$ cat src/rtl/da_conv_sequencer.sv
// Bit-serial 3x3 convolution controller driving an external 9-input DA ROM.
// Presents one pixel bit-plane per cycle (LSB first) and shift-accumulates the signed ROM output.

module da_conv_lane #(
    parameter int W = 8
) (
    input  logic         clk,
    input  logic         reset,
    input  logic         load,
    input  logic         shift,
    input  logic [W-1:0] pix,
    output logic         bit0
);
    logic [W-1:0] sr;

    always_ff @(posedge clk) begin
        if (reset)      sr <= '0;
        else if (load)  sr <= pix;
        else if (shift) sr <= sr >> 1;
    end

    assign bit0 = sr[0];
endmodule

module da_conv_sequencer #(
    parameter int PIXEL_WIDTH  = 8,
    parameter int ROM_WIDTH    = 8,
    parameter int RESULT_WIDTH = ROM_WIDTH + PIXEL_WIDTH
) (
    input  logic                      clk,
    input  logic                      reset,
    input  logic                      in_valid,
    output logic                      in_ready,
    input  logic [9*PIXEL_WIDTH-1:0]  in_pixels,
    output logic [8:0]                rom_addr,
    input  logic [ROM_WIDTH-1:0]      rom_data,
    output logic                      out_valid,
    input  logic                      out_ready,
    output logic [RESULT_WIDTH-1:0]   out_result,
    output logic                      busy
);
    localparam int KW = (PIXEL_WIDTH > 1) ? $clog2(PIXEL_WIDTH) : 1;
    localparam logic [KW-1:0] K_LAST = KW'(PIXEL_WIDTH - 1);

    typedef enum logic [1:0] {IDLE, RUN, DONE} state_t;

    state_t                              state;
    logic [KW-1:0]                       k;
    logic signed [RESULT_WIDTH-1:0]      acc;
    logic [8:0][PIXEL_WIDTH-1:0]         pix;
    logic [8:0]                          plane;
    logic                                load;
    logic signed [ROM_WIDTH-1:0]         rd_s;
    logic signed [RESULT_WIDTH-1:0]      rd_ext;
    logic signed [RESULT_WIDTH-1:0]      sum;

    assign pix  = in_pixels;
    assign load = in_valid && in_ready;

    genvar i;
    generate
        for (i = 0; i < 9; i++) begin : g_lane
            da_conv_lane #(.W(PIXEL_WIDTH)) u_lane (
                .clk   (clk),
                .reset (reset),
                .load  (load),
                .shift (state == RUN),
                .pix   (pix[i]),
                .bit0  (plane[i])
            );
        end
    endgenerate

    // ROM is combinational, so the address must reflect the current plane in the same cycle.
    assign rom_addr = (state == RUN) ? plane : 9'd0;

    assign rd_s   = rom_data;
    assign rd_ext = RESULT_WIDTH'(rd_s);
    assign sum    = acc + (rd_ext << k);

    always_ff @(posedge clk) begin
        if (reset) begin
            state      <= IDLE;
            in_ready   <= 1'b1;
            busy       <= 1'b0;
            out_valid  <= 1'b0;
            out_result <= '0;
            acc        <= '0;
            k          <= '0;
        end else begin
            case (state)
                IDLE: begin
                    if (in_valid) begin
                        acc      <= '0;
                        k        <= '0;
                        state    <= RUN;
                        in_ready <= 1'b0;
                        busy     <= 1'b1;
                    end
                end
                RUN: begin
                    acc <= sum;
                    k   <= k + 1'b1;
                    if (k == K_LAST) begin
                        out_result <= sum;
                        out_valid  <= 1'b1;
                        state      <= DONE;
                    end
                end
                DONE: begin
                    if (out_ready) begin
                        out_valid <= 1'b0;
                        state     <= IDLE;
                        in_ready  <= 1'b1;
                        busy      <= 1'b0;
                    end
                end
                default: begin
                    state     <= IDLE;
                    in_ready  <= 1'b1;
                    busy      <= 1'b0;
                    out_valid <= 1'b0;
                end
            endcase
        end
    end
endmodule

$ cat config.mk
export PLATFORM = sky130hd
export DESIGN_NAME = da_conv_sequencer
export DESIGN_NICKNAME = d
export VERILOG_FILES = /design/src/rtl/da_conv_sequencer.sv
export SDC_FILE = /design/constraint.sdc
export NUM_CORES = 1
export LEC_CHECK = 0
export ABC_AREA = 1
export BUFFER_PORTS_ARGS = -buffer_cell sky130_fd_sc_hd__buf_2
export CAP_MARGIN = 20
export CORE_UTILIZATION = 50
export CTS_CLUSTER_DIAMETER = 60
export CTS_CLUSTER_SIZE = 20
export DETAILED_ROUTE_END_ITERATION = 7
export PLACE_DENSITY = 0.73
export SYNTH_ARGS = -nofsm -noshare
export SYNTH_HDL_FRONTEND = slang
export SYNTH_SLANG_ARGS = --single-unit
$ cat constraint.sdc
create_clock -name clk -period 2.8 [get_ports clk]
set_input_delay 0.28 -clock clk [delete_from_list [all_inputs] [get_ports clk]]
set_output_delay 0.28 -clock clk [all_outputs]
set_load 0.01 [all_outputs]
==> impl_metrics.ini <==
[route]
vias = 5711
routed_wl_um = 14400
drt_iter0_drc = 375
drcViolationCount = 0
wire_per_inst_um = 12.9
viasPerCell = 5.12
detail-route-antenna-nets = 0
drt_first_pass_iters = 5

[synthesis]
syn_nets = 986
synth_top_area_share = 0.384
syn_area_sq_um = 5830
syn_inst = 884
synth_cell_type_count = 35
synth_top_area_cell = dfxtp_1
synth-async-reset-ratio = 0
synth_seq_cells = 112
synth-edff-count = 0
yosysMostFrequentCell = nand2_1
yosysSeqAreaShare = 0.384
syn_area_per_cell_sq_um = 6.60
synthFlopType = dfxtp_1
ys_warn_count = 0
synthTopCellsByCount = nand2_1, dfxtp_1, inv_1
synthTopCellsByArea = dfxtp_1, nand2_1, a21oi_1

[clock_network]
clk_pin_slew_worst_paths_ns = 0.07
clockBufferDepth = 2
h-tree-depth = 3
root_buffer = clkbuf_16
cts.sinks = 112
cts_buffers = 9
cts_setup_buffers = 0
cts_tree = built
clk_latency_ns = 0.36

[power_and_ir_drop]
cellPowerDensity_nw_per_um2 = 586
p_leak_uw = 0.00322
peakVddDrop_uv = 358

[critical_path]
critical_path.endpoint_type = register
worstSetupPathType = reg2reg
r2r_setup_slack_ns = 0.30
cp_max_fo = 12
rr_worst_depth = 13
worstReg2RegStart = k[0]
r2r-end = out_result[7]
cp-start-kind = register
crit_start = k[0]
arrival_ns = 2.70
required_ns = 3.00

[die]
die_y_um = 110
io_pins = 112
rows = 39
die_w_um = 110
core-area_sq_um = 11400
die_area_sq_um = 12100
initial_core_util = 0.513

[sta]
slew_violations = 0
fin_crit_sh = 0.893
holdWs_ns = 0.166
tightest_slew_ns = 0.997
hold_viol = 0
fin_crit_ns = 2.50
setup_viol = 0
fin_ws_ns = 0.299
finClkSkew_ns = 0.00645
rsz0062_at_grt = false
fmax_mhz = 400
max-slew-margin-rel = 0.336
setup_tns_ns = 0

[hold_path]
hold_path_end = g_lane[4].u_lane.sr[5]
min_from = in_pixels[37]
worstHoldPathCells = 3
hp-class = in2reg

[global_route]
grt_pass1_vias = 5028
busiest_layer = met2
grt_max_degree = 96
met3_usage = 0.0529
use_met2 = 0.358
grt_use_met1 = 0.357
grt_usage = 0.248
grt_pass1_wl_um = 23400
antenna_found_initial = 1
grt_overflow = 0

[final_layout]
antennaDiodeCount = 0
final_core_util = 0.590
area_growth_pct = 15.1
drive_gt1_frac = 0.153
fin_area_sq_um = 6710
final_nets = 1069

[status]
status = finished clean

[place]
numPortBuffers = 111
gp_congestion = 0.920
pre_cts_ws_ns = 0.191
dpl_cell_area_sq_um = 6390
hpwl_um = 10100

[job]
maxCapViolations = 0
==> flip-flops by register name, indices dropped and copies added (netlist names) <==
register	count
out_valid	1
k	3
in_ready	1
acc	16
out_result	16
state	2
g_lane.u_lane.sr	72
busy	1
==> cells by family (layout without fill, tap and decap cells) <==
kind of cell / count (synthesis) / count (layout) / share of synthesized area
multiplexers: 1 / 1 / 0.00172
adder cells (fa/ha/maj): 18 / 18 / 0.0399
AND/OR/NAND/NOR: 431 / 431 / 0.300
AO/OA/AOI/OAI: 182 / 182 / 0.168
XOR/XNOR: 4 / 4 / 0.00601
buffers and inverters: 136 / 224 / 0.100
flip-flops: 112 / 112 / 0.384
==> critical path, stage by stage (launching register included) <==
cell	delay, ns
dfxtp_2	0.44
inv_1	0.16
nand2_1	0.09
nand2_1	0.06
o21ai_0	0.22
o21ai_0	0.15
ha_1	0.35
nand2_1	0.13
inv_1	0.05
a21oi_1	0.13
nand2_1	0.13
or2_2	0.32
nand3_1	0.08
a21oi_1	0.06
==> worst max-delay path by stage <==
stage,to,cells past startpoint
5_1_grt,out_result[13],16
2_1_floorplan,acc[7],13
3_3_place_gp,out_result[7],13
6_report,out_result[7],13
3_5_place_dp,out_result[7],13
4_1_cts,out_result[7],13
==> routing by layer <==
layer | up-vias | wire length, um
met2 | 161 | 6080
met4 | 2 | 380
met5 | - | 10
met3 | 31 | 934
li1 | 3012 | -
met1 | 2505 | 7020
==> cell type report <==
class                           instances  area, sq um
Timing Repair Buffer                  121          631
Tap cell                              143          179
Multi-Input combinational cell        636         3010
Clock buffer                           11          233
Inverter                               87          329
Clock inverter                          5         87.6
Fill cell                            1142         4660
Sequential cell                       112         2240
==> stage by stage <==
stage,std cells,power (uW)
finish,1115,3930
floorplan,884,2370
global placement,1099,2560
CTS,1115,3950
detailed placement,1099,2570
global route,1115,4140
==> cells in the final DEF, fill, tap and decap left out, types with 4 or more instances in the layout <==
master | netlist | final
ha_1 | 17 | 17
o21ai_0 | 64 | 64
a31oi_1 | 22 | 22
dfxtp_1 | 112 | 111
a21oi_1 | 80 | 80
buf_2 | 22 | 111
clkbuf_16 | 0 | 9
nand2_1 | 316 | 316
nor2_1 | 40 | 40
nand3_1 | 51 | 51
a211oi_1 | 5 | 5
nor3_1 | 8 | 8
inv_1 | 82 | 82
o221ai_1 | 4 | 4
inv_2 | 4 | 4
buf_4 | 2 | 10
==> report_power, final <==
group | internal [uW] | leakage [uW] | switching (uW) | total (uW)
sequential | 1710 | 0.000920 | 65.3 | 1770
clock | 796 | 0.000152 | 608 | 1400
combinational | 275 | 0.00214 | 483 | 759
total | 2780 | 0.00322 | 1160 | 3930
==> what timing repair did <==
action / CTS / global route
gates resized for setup: 0 / 1
setup endpoints to repair: 0 / 14
endpoints found under the hold margin: 0 / 0
hold buffers: 0 / 0
Note: power is estimated with default switching activity, not from simulation.
